## src/rtl/comm_pkg.sv

```systemverilog
// Shared constants for the copter command link: opcodes, ack byte, frame-state encoding, default baud divider.
package comm_pkg;

  localparam logic [7:0] REQ_BATT  = 8'h01;
  localparam logic [7:0] SET_PTCH  = 8'h02;
  localparam logic [7:0] SET_ROLL  = 8'h03;
  localparam logic [7:0] SET_YAW   = 8'h04;
  localparam logic [7:0] SET_THRST = 8'h05;
  localparam logic [7:0] CALIBRATE = 8'h06;
  localparam logic [7:0] EMER_LAND = 8'h07;
  localparam logic [7:0] MTRS_OFF  = 8'h08;
  localparam logic [7:0] POS_ACK   = 8'hA5;

  localparam int DEF_BAUD_DIV = 2604;

  typedef enum logic [1:0] {
    IDLE    = 2'd0,
    GOT_CMD = 2'd1,
    GOT_HI  = 2'd2
  } frm_state_t;

endpackage

```

## src/rtl/comm_responder_uart_xcvr.sv

```systemverilog
// Bit-level UART transceiver: 8N1 receiver with mid-bit sampling and an independent 8N1 transmitter.
module uart_xcvr
  import comm_pkg::*;
#(
  parameter int BAUD_DIV = DEF_BAUD_DIV
) (
  input  logic       clk,
  input  logic       rst_n,
  input  logic       RX,
  output logic       TX,
  output logic [7:0] rx_data,
  output logic       rx_rdy,
  output logic       rx_err,
  input  logic [7:0] tx_data,
  input  logic       trmt,
  output logic       tx_busy,
  output logic       tx_done
);

  localparam int CW = $clog2(BAUD_DIV);
  localparam logic [CW-1:0] BAUD_MAX  = CW'(BAUD_DIV - 1);
  localparam logic [CW-1:0] BAUD_HALF = CW'(BAUD_DIV / 2);
  localparam logic [CW-1:0] BAUD_PRE  = CW'(BAUD_DIV - 2);

  logic          rx_s1_q, rx_s2_q, rx_s3_q;
  logic          rx_act_q, rx_act_d;
  logic [CW-1:0] rx_baud_q, rx_baud_d;
  logic [3:0]    rx_bit_q, rx_bit_d;
  logic [7:0]    rx_shift_q, rx_shift_d;
  logic [7:0]    rx_data_q, rx_data_d;
  logic          rx_rdy_q, rx_rdy_d;
  logic          rx_err_q, rx_err_d;

  logic          tx_busy_q, tx_busy_d;
  logic [CW-1:0] tx_baud_q, tx_baud_d;
  logic [3:0]    tx_bit_q, tx_bit_d;
  logic [9:0]    tx_shift_q, tx_shift_d;
  logic          tx_done_q, tx_done_d;

  // Receiver: falling edge on the synchronised line arms the byte; bit index 0 is start, 9 is stop.
  always_comb begin
    rx_act_d   = rx_act_q;
    rx_baud_d  = rx_baud_q;
    rx_bit_d   = rx_bit_q;
    rx_shift_d = rx_shift_q;
    rx_data_d  = rx_data_q;
    rx_rdy_d   = 1'b0;
    rx_err_d   = 1'b0;
    if (!rx_act_q) begin
      if (rx_s3_q && !rx_s2_q) begin
        rx_act_d  = 1'b1;
        rx_baud_d = '0;
        rx_bit_d  = 4'd0;
      end else begin
        rx_baud_d = '0;
      end
    end else begin
      rx_baud_d = (rx_baud_q == BAUD_MAX) ? '0 : rx_baud_q + CW'(1);
      if (rx_baud_q == BAUD_MAX) rx_bit_d = rx_bit_q + 4'd1;
      else rx_bit_d = rx_bit_q;
      if (rx_baud_q == BAUD_HALF) begin
        if (rx_bit_q == 4'd9) begin
          rx_act_d = 1'b0;
          if (rx_s2_q) begin
            rx_rdy_d  = 1'b1;
            rx_data_d = rx_shift_q;
          end else begin
            rx_err_d = 1'b1;
          end
        end else if (rx_bit_q != 4'd0) begin
          rx_shift_d = {rx_s2_q, rx_shift_q[7:1]};
        end else begin
          rx_shift_d = rx_shift_q;
        end
      end else begin
        rx_shift_d = rx_shift_q;
      end
    end
  end

  // Transmitter: the frame sits in a 10-bit shifter whose LSB is the line; ones refill it so TX idles high.
  always_comb begin
    tx_busy_d  = tx_busy_q;
    tx_baud_d  = tx_baud_q;
    tx_bit_d   = tx_bit_q;
    tx_shift_d = tx_shift_q;
    tx_done_d  = 1'b0;
    if (!tx_busy_q) begin
      if (trmt) begin
        tx_busy_d  = 1'b1;
        tx_baud_d  = '0;
        tx_bit_d   = 4'd0;
        tx_shift_d = {1'b1, tx_data, 1'b0};
      end else begin
        tx_shift_d = '1;
      end
    end else begin
      tx_done_d = (tx_bit_q == 4'd9) && (tx_baud_q == BAUD_PRE);
      if (tx_baud_q == BAUD_MAX) begin
        tx_baud_d  = '0;
        tx_shift_d = {1'b1, tx_shift_q[9:1]};
        if (tx_bit_q == 4'd9) tx_busy_d = 1'b0;
        else tx_bit_d = tx_bit_q + 4'd1;
      end else begin
        tx_baud_d = tx_baud_q + CW'(1);
      end
    end
  end

  // State registers for both directions.
  always_ff @(posedge clk or negedge rst_n) begin
    if (!rst_n) begin
      rx_s1_q    <= 1'b1;
      rx_s2_q    <= 1'b1;
      rx_s3_q    <= 1'b1;
      rx_act_q   <= 1'b0;
      rx_baud_q  <= '0;
      rx_bit_q   <= 4'd0;
      rx_shift_q <= 8'h00;
      rx_data_q  <= 8'h00;
      rx_rdy_q   <= 1'b0;
      rx_err_q   <= 1'b0;
      tx_busy_q  <= 1'b0;
      tx_baud_q  <= '0;
      tx_bit_q   <= 4'd0;
      tx_shift_q <= '1;
      tx_done_q  <= 1'b0;
    end else begin
      rx_s1_q    <= RX;
      rx_s2_q    <= rx_s1_q;
      rx_s3_q    <= rx_s2_q;
      rx_act_q   <= rx_act_d;
      rx_baud_q  <= rx_baud_d;
      rx_bit_q   <= rx_bit_d;
      rx_shift_q <= rx_shift_d;
      rx_data_q  <= rx_data_d;
      rx_rdy_q   <= rx_rdy_d;
      rx_err_q   <= rx_err_d;
      tx_busy_q  <= tx_busy_d;
      tx_baud_q  <= tx_baud_d;
      tx_bit_q   <= tx_bit_d;
      tx_shift_q <= tx_shift_d;
      tx_done_q  <= tx_done_d;
    end
  end

  assign TX      = tx_shift_q[0];
  assign rx_data = rx_data_q;
  assign rx_rdy  = rx_rdy_q;
  assign rx_err  = rx_err_q;
  assign tx_busy = tx_busy_q;
  assign tx_done = tx_done_q;

endmodule

```

## src/rtl/comm_responder.sv

```systemverilog
// Copter-side command link: assembles 3-byte frames into {cmd,data} and returns a 1-byte response.
// Optional FRAME_TIMEOUT_EN drops a partial frame after TIMEOUT_CYC idle clocks.
module comm_responder
  import comm_pkg::*;
#(
  parameter int BAUD_DIV = DEF_BAUD_DIV
`ifdef FRAME_TIMEOUT_EN
  , parameter int TIMEOUT_CYC = 2500000
`endif
) (
  input  logic        clk,
  input  logic        rst_n,
  input  logic        RX,
  output logic        TX,
  output logic [7:0]  cmd,
  output logic [15:0] data,
  output logic        cmd_rdy,
  input  logic        clr_cmd_rdy,
  input  logic [7:0]  resp,
  input  logic        send_resp,
  output logic        resp_busy,
  output logic        resp_sent,
  output logic        frm_err
);

  logic [7:0]  rx_data_s;
  logic        rx_rdy_s, rx_err_s;
  frm_state_t  state_q, state_d;
  logic [7:0]  cmd_sh_q, cmd_sh_d, hi_sh_q, hi_sh_d, cmd_q, cmd_d;
  logic [15:0] data_q, data_d;
  logic        cmd_rdy_q, cmd_rdy_d, frm_err_q, frm_err_d;
`ifdef FRAME_TIMEOUT_EN
  localparam int TW = $clog2(TIMEOUT_CYC + 1);
  logic [TW-1:0] to_cnt_q, to_cnt_d;
`endif

  uart_xcvr #(.BAUD_DIV(BAUD_DIV)) u_xcvr (
    .clk     (clk),
    .rst_n   (rst_n),
    .RX      (RX),
    .TX      (TX),
    .rx_data (rx_data_s),
    .rx_rdy  (rx_rdy_s),
    .rx_err  (rx_err_s),
    .tx_data (resp),
    .trmt    (send_resp),
    .tx_busy (resp_busy),
    .tx_done (resp_sent)
  );

  // Frame assembly; completion is evaluated after the clear so it wins a same-cycle acknowledge.
  always_comb begin
    state_d   = state_q;
    cmd_sh_d  = cmd_sh_q;
    hi_sh_d   = hi_sh_q;
    cmd_d     = cmd_q;
    data_d    = data_q;
    frm_err_d = 1'b0;
    cmd_rdy_d = clr_cmd_rdy ? 1'b0 : cmd_rdy_q;
    if (rx_err_s) begin
      state_d   = IDLE;
      frm_err_d = 1'b1;
    end else if (rx_rdy_s) begin
      case (state_q)
        IDLE: begin
          cmd_sh_d  = rx_data_s;
          cmd_rdy_d = 1'b0;
          state_d   = GOT_CMD;
        end
        GOT_CMD: begin
          hi_sh_d = rx_data_s;
          state_d = GOT_HI;
        end
        GOT_HI: begin
          cmd_d     = cmd_sh_q;
          data_d    = {hi_sh_q, rx_data_s};
          cmd_rdy_d = 1'b1;
          state_d   = IDLE;
        end
        default: state_d = IDLE;
      endcase
    end else begin
      state_d = state_q;
    end
`ifdef FRAME_TIMEOUT_EN
    if (state_q == IDLE || rx_rdy_s || rx_err_s) begin
      to_cnt_d = '0;
    end else if (to_cnt_q == TW'(TIMEOUT_CYC - 1)) begin
      to_cnt_d  = '0;
      state_d   = IDLE;
      frm_err_d = 1'b1;
    end else begin
      to_cnt_d = to_cnt_q + TW'(1);
    end
`endif
  end

  // Frame state and output registers.
  always_ff @(posedge clk or negedge rst_n) begin
    if (!rst_n) begin
      state_q   <= IDLE;
      cmd_sh_q  <= 8'h00;
      hi_sh_q   <= 8'h00;
      cmd_q     <= 8'h00;
      data_q    <= 16'h0000;
      cmd_rdy_q <= 1'b0;
      frm_err_q <= 1'b0;
`ifdef FRAME_TIMEOUT_EN
      to_cnt_q  <= '0;
`endif
    end else begin
      state_q   <= state_d;
      cmd_sh_q  <= cmd_sh_d;
      hi_sh_q   <= hi_sh_d;
      cmd_q     <= cmd_d;
      data_q    <= data_d;
      cmd_rdy_q <= cmd_rdy_d;
      frm_err_q <= frm_err_d;
`ifdef FRAME_TIMEOUT_EN
      to_cnt_q  <= to_cnt_d;
`endif
    end
  end

  assign cmd     = cmd_q;
  assign data    = data_q;
  assign cmd_rdy = cmd_rdy_q;
  assign frm_err = frm_err_q;

endmodule
```

## config.mk

```make
export PLATFORM = sky130hd
export DESIGN_NAME = comm_responder
export DESIGN_NICKNAME = d
export VERILOG_FILES = /design/src/rtl/comm_pkg.sv /design/src/rtl/comm_responder_uart_xcvr.sv /design/src/rtl/comm_responder.sv
export SDC_FILE = /design/constraint.sdc
export NUM_CORES = 1
export LEC_CHECK = 0
export ABC_CLOCK_PERIOD_IN_PS = 1920
export CAP_MARGIN = 20
export CORE_ASPECT_RATIO = 0.7
export CORE_MARGIN = 2
export CORE_UTILIZATION = 35
export CTS_CLUSTER_DIAMETER = 100
export DETAILED_ROUTE_END_ITERATION = 8
export PLACE_DENSITY = 0.61
export SKIP_CTS_REPAIR_TIMING = 1
export SYNTH_ARGS = -nofsm -noshare
export SYNTH_HDL_FRONTEND = slang
export SYNTH_SLANG_ARGS = --single-unit
```

## constraint.sdc

```tcl
create_clock -name clk -period 1.92 [get_ports clk]
set_input_delay 0.384 -clock clk [delete_from_list [all_inputs] [get_ports clk]]
set_output_delay 0.384 -clock clk [all_outputs]
set_load 0.01 [all_outputs]
```

### Word level (Yosys, flattened, before mapping)

Index checks and enable logic that the tools add are counted.
Widths: inputs -> output; s select.

* equality and inequality tests: 11
* add/sub/neg operators: 4
* reductions and logical operators: 15
* multiplexer cells: 40
* bitwise logic cells: 2

Operators with widths (count)
* $mux 12: 5
* $eq 12x12->1 const B: 3
* $mux 4: 7
* $add 12x1->12 const B: 2
* $mux 1: 21
* $mux 10: 2
* $eq 12x11->1 const B: 1
* $reduce_and 3->1: 4
* $mux 9: 1
* $add 4x1->4 const B: 2
* $eq 4x4->1 const B: 2
* $reduce_and 4->1: 2
* $ne 2x2->1 const B: 3
* $reduce_bool 2->1: 3
* $mux 2: 2
* $pmux 2 s2: 1
* $reduce_bool 4->1: 1
* $eq 2x1->1 const B: 1
* $eq 2x2->1 const B: 1
* $logic_and 1x1->1: 2
* $logic_not 2->1: 1
* $not 1->1: 2
* $pmux 1 s2: 1
* $reduce_and 2->1: 1
* $logic_not 1->1: 1

* register bits after elaboration: 110
* input bits: 13
* output and inout port bits: 29
* word-level logic and storage cells: 94

### Logic depth before layout (Yosys ltp)

* depth in word-level cells: 4
* gate-level depth with buffers: 7
* mapped depth without buffers: 6

### Modules after synthesis

A second synthesis with hierarchy kept.

* cell total of the unflattened synthesis: 393
* area total of the unflattened synthesis: 4951.0 µm²

Modules (own cells, without submodules)
* uart_xcvr: area each 3163.0 µm², cells an instance 293, times used 1, seq. area each 1641.6 µm²
* comm_responder: area each 1788.0 µm², cells an instance 100, times used 1, seq. area each 1101.1 µm²

### Least setup slack after synthesis

Ideal clock, no wire load.

* path type: register -> register
* from: register u_xcvr.tx_baud_q[0]
* to: register u_xcvr.tx_baud_q[8]
* buffers on the path: 1
* slack: 0.112 ns
* clock period less this slack: 1.808 ns
* arrival: 1.682 ns
* stages on the path, launching flop included: 7
* setup time: 0.126 ns
* required time: 1.794 ns
* cells stage by stage: dfrtp_1 -> ha_1 -> nor4b_2 -> and3_1 -> buf_2 -> nor2_1 -> a221o_1

* cells in the longest elaborated chain, start to end: 3
* elaborated cells between the ends (all ways): 4
* classes of those cells: add/sub: 1; eq/ne: 1; mux: 2

RTL lines
* start, declared: RTL line comm_responder_uart_xcvr.sv:35 `logic [CW-1:0] tx_baud_q, tx_baud_d;`
* start signal, assigned: RTL line comm_responder_uart_xcvr.sv:140 `tx_baud_q <= tx_baud_d;`
* $add 12x1->12 / $eq 12x12->1 (equally long branches): RTL line comm_responder_uart_xcvr.sv:105, comm_responder_uart_xcvr.sv:99
* $mux 12 *: RTL line comm_responder_uart_xcvr.sv:99 `if (tx_baud_q == BAUD_MAX) begin`
* $mux 12 *: RTL line comm_responder_uart_xcvr.sv:88 `if (!tx_busy_q) begin`

Mark *: on every way between the ends. The rest lies on a longest branch, timed or not.
A chain may end at the register's enable or synchronous reset.

### Worst setup path after layout

* from: register u_xcvr.rx_baud_q[0]
* to: register u_xcvr.rx_data_q[5], in the netlist u_xcvr.rx_data[5]

* cells in the longest elaborated chain, start to end: 2

RTL lines
* start, declared: RTL line comm_responder_uart_xcvr.sv:27 `logic [CW-1:0] rx_baud_q, rx_baud_d;`
* start signal, assigned: RTL line comm_responder_uart_xcvr.sv:133 `rx_baud_q <= rx_baud_d;`
* $eq 12x11->1: RTL line comm_responder_uart_xcvr.sv:61 `if (rx_baud_q == BAUD_HALF) begin`
* $reduce_and 4->1 (no source line)
* end signal, assigned: RTL line comm_responder_uart_xcvr.sv:136 `rx_data_q <= rx_data_d;`
* end, declared: RTL line comm_responder_uart_xcvr.sv:30 `logic [7:0] rx_data_q, rx_data_d;`

No other way between the ends.

==> out/qor.yml <==
status:
  run_status: "complete, no violations"
clock_tree:
  clock-sinks: 109
  cts_made_buffers: 9
  tritoncts: "done"
  clock_tree.root_cell: "clkbuf_16"
  h-tree-depth: 3
  clock_insertion_delay_at_the_later_pin_of_the_skew_report_ns: 0.34
  cts_max_path_buffers: 2
  cts.clk_slew.worst_paths_ns: 0.07
power:
  p_leak_nw: 2.73
  tot_pwr_mw: 4.76
  ir_drop_uv: 483
  p_per_area_mw_per_mm2: 807
detailed_routing:
  routed_wire_length_um: 9300
  route.detailed.vias_per_inst: 4.94
  wl_cell_um: 14.3
  detail_route.iter0.violations: 129
  drc_errors_left: 0
  route.vias.total: 3210
  dr.pass1.iters: 4
  final_antenna_net_count: 0
timing:
  setup_viol: 0
  max_slew_margin_pct: 64.2
  fin_setup_tns_ns: 0
  maxSlewViolCount: 0
  clock_skew_ns: 0.00867
  grt_setup_unrepaired: "false"
  timing.final.crit_period_ns: 1.80
  period_share_pct: 93.7
  timing.fmax_mhz: 556
  worst_pin_slew_ns: 0.537
  final-hold-violation-count: 0
logic_synthesis:
  synth_seq_area_share_pct: 57.1
  mappedNetlistNets: 425
  synthesized_flop_and_latch_total: 109
  synth.lib_cells_used.distinct: 47
  post_synth_xor_xnor_area_pct: 2.37
  synth_largest_type_area_fraction_pct: 50.6
  post_synth_and_or_nand_nor_area_fraction_pct: 15.7
  synth.area.top_cells: "dfrtp_1, mux2_2, dfstp_2"
  postSynthAreaPerCell_um2: 11.9
  syn-cell-area_mm2: 0.00480
  main_combinational_cell_family_by_area_after_synthesis: "simple AND/OR/NAND/NOR gates"
  synth_area_leader_cell: "dfrtp_1"
  synth_enable_flop_cells: 0
  synth-adder-area-share_pct: 2.61
  async_flop_share_pct: 100
  dominantRegCellSynth: "dfrtp_1"
  synth_warnings: 0
  post_synth_mux_area_share_pct: 13.7
  netlist_instances: 402
  synth_compound_area_share_pct: 6.36
global_routing:
  grt_pass1_wl_um: 16300
  grt_max_degree: 40
  grt_antenna_before_repair: 0
  globalRouteTotalUtil_pct: 13.9
  overflow: 0
  first_global_vias: 3292
cells_and_area:
  drive_gt1_share_pct: 25.2
  final_core_utilization_pct: 44.4
  insertedDiodeCount: 0
  synthToLayoutAreaGrowth_pct: 22.8
  nFillCells: 1236
  final_area_mm2: 0.00589
  nets: 483
place:
  gp_congestion: 0.825
  half_perimeter_wire_length_after_placement_um: 6630
  numPortBuffers: 41
  post_dp_cell_area_mm2: 0.00556
floorplan:
  die_area_mm2: 0.0147
  floorplan.core_area_mm2: 0.0133
  floorplan.initialDensity_pct: 36.2
  top_level_ports: 42
  dieWidth_um: 144
  floorplan.rows: 35
  dieHeight_um: 102
critical_path:
  worst-path-max-fanout: 9
  worstRegToRegCells: 6
  critical_path_required_ns: 2.15
  startpoint_type: "flip-flop"
  timing.setup.critical_path_class: "reg2reg"
  cp.arrival_ns: 2.03
  critPathCaptureType: "flip-flop"
worst_hold_path:
  hp-class: "in2async"
job:
  drv_cap: 0
-- worst max-delay path, cell delays in order (launching register included) --
cell and delay, ns:
dfrtp_1 0.42, inv_1 0.07, ha_1 0.17, and4b_1 0.19, and4_1 0.23, and3_4 0.27, mux2_2 0.35
-- synthesized netlist by cell type (2+ instances only) --
| cell | instances |
|---|---|
| nor2_1 | 32 |
| nor3_1 | 4 |
| and4b_1 | 2 |
| a22o_1 | 2 |
| or2_2 | 2 |
| dfrtp_1 | 97 |
| xnor2_1 | 5 |
| nor4bb_1 | 5 |
| o21ai_0 | 13 |
| xor2_1 | 8 |
| and2_1 | 4 |
| mux2i_1 | 4 |
| nand3_1 | 15 |
| mux2_2 | 55 |
| a21oi_1 | 11 |
| and3_1 | 7 |
| nor3b_1 | 5 |
| a31oi_1 | 10 |
| or4_1 | 2 |
| o31ai_1 | 3 |
| nand3b_1 | 3 |
| clkbuf_1 | 12 |
| nand4_1 | 8 |
| dfstp_2 | 12 |
| buf_2 | 4 |
| and4_1 | 4 |
| nand2_1 | 33 |
| inv_1 | 10 |
| nand2b_1 | 3 |
| ha_1 | 10 |
-- per-layer routing --
layer / vias up / GRT usage [%] / wire length [um]
li1: 1549 / - / -
met1: 1591 / 20.3 / 4750
met2: 63 / 20.8 / 4100
met3: 7 / 3.61 / 393
met4: 0 / 3.47 / 57
met5: - / 0 / 0
-- path summary, 6_finish.rpt --
check,start,endpoint,slack [ns]
min in group clk,u_xcvr.rx_s1_q,u_xcvr.rx_s2_q,0.36
min,rst_n,cmd_rdy,0.01
max reg2reg,u_xcvr.rx_baud_q[0],u_xcvr.rx_data[5],0.12
min reg2reg,u_xcvr.rx_s1_q,u_xcvr.rx_s2_q,0.36
max,u_xcvr.rx_baud_q[0],u_xcvr.rx_data[5],0.12
max in group asynchronous,rst_n,u_xcvr.rx_s1_q,1.25
-- layout by cell type (no fill, tap or decap), drive strengths merged, types with 2 or more instances in the layout --
cell           Yosys  routed
nor2              32      32
clkdlybuf4s50      0      40
o21ai             13      13
a22o               2       2
nand3b             3       3
inv               10      13
xnor2              5       5
nand2             33      33
o31ai              3       3
dfstp             12      12
nand4              8       8
nand2b             3       3
ha                10      10
nor3b              6       6
and4               4       4
a31oi             10      10
and4b              2       2
and2               4       4
buf                4      23
and3               7       7
nor3               5       5
or4                3       3
mux2              55      55
clkbuf            12      10
mux2i              4       4
or2                2       2
nand3             16      16
xor2               8       8
nor4bb             5       5
nor4b              2       2
a21oi             11      11
dfrtp             97      97
-- power by group --
group | internal (mW) | total [mW] | switching (mW)
Sequential | 2.37 | 2.48 | 0.109
Clock | 1.07 | 1.94 | 0.867
Combinational | 0.159 | 0.336 | 0.177
-- layout make-up --
cell class | instances | area [um^2] | area share, %
Sequential cell | 109 | 2740 | 46.5
Timing Repair Buffer | 63 | 598 | 10.1
Tap cell | 185 | 231 | 3.93
Clock buffer | 10 | 239 | 4.05
Inverter | 10 | 37.5 | 0.637
Clock inverter | 6 | 77.6 | 1.32
Multi-Input combinational cell | 267 | 1970 | 33.4
-- state kept, by name, summed over array words and instances (netlist names), 8 cells and up --
signal             flops
u_xcvr.tx_shift_q      9
cmd                    8
u_xcvr.rx_baud_q      12
u_xcvr.tx_baud_q      12
data                  16
hi_sh_q                8
u_xcvr.rx_shift_q      8
cmd_sh_q               8
u_xcvr.rx_data         8
-- cells by family (layout without fill, tap and decap cells) --
group           after synthesis  in the layout
mux                          59             59
simple gates                137            137
compound gates               48             48
buf+inv                      26             89
fa+ha+maj                    10             10
xor+xnor                     13             13
flops                       109            109
-- per-stage QoR --
stage                     setup WS [ns]  hold WS, ns  cells
after detailed placement        -0.0452        0.348    633
after global placement           0.0130        0.348    633
after floorplan                   0.112       0.0884    402
final                             0.121       0.0149    650
after CTS                       -0.0426       0.0283    649
after global routing             0.0151       0.0431    650
Power figures use the tool's default switching activity.
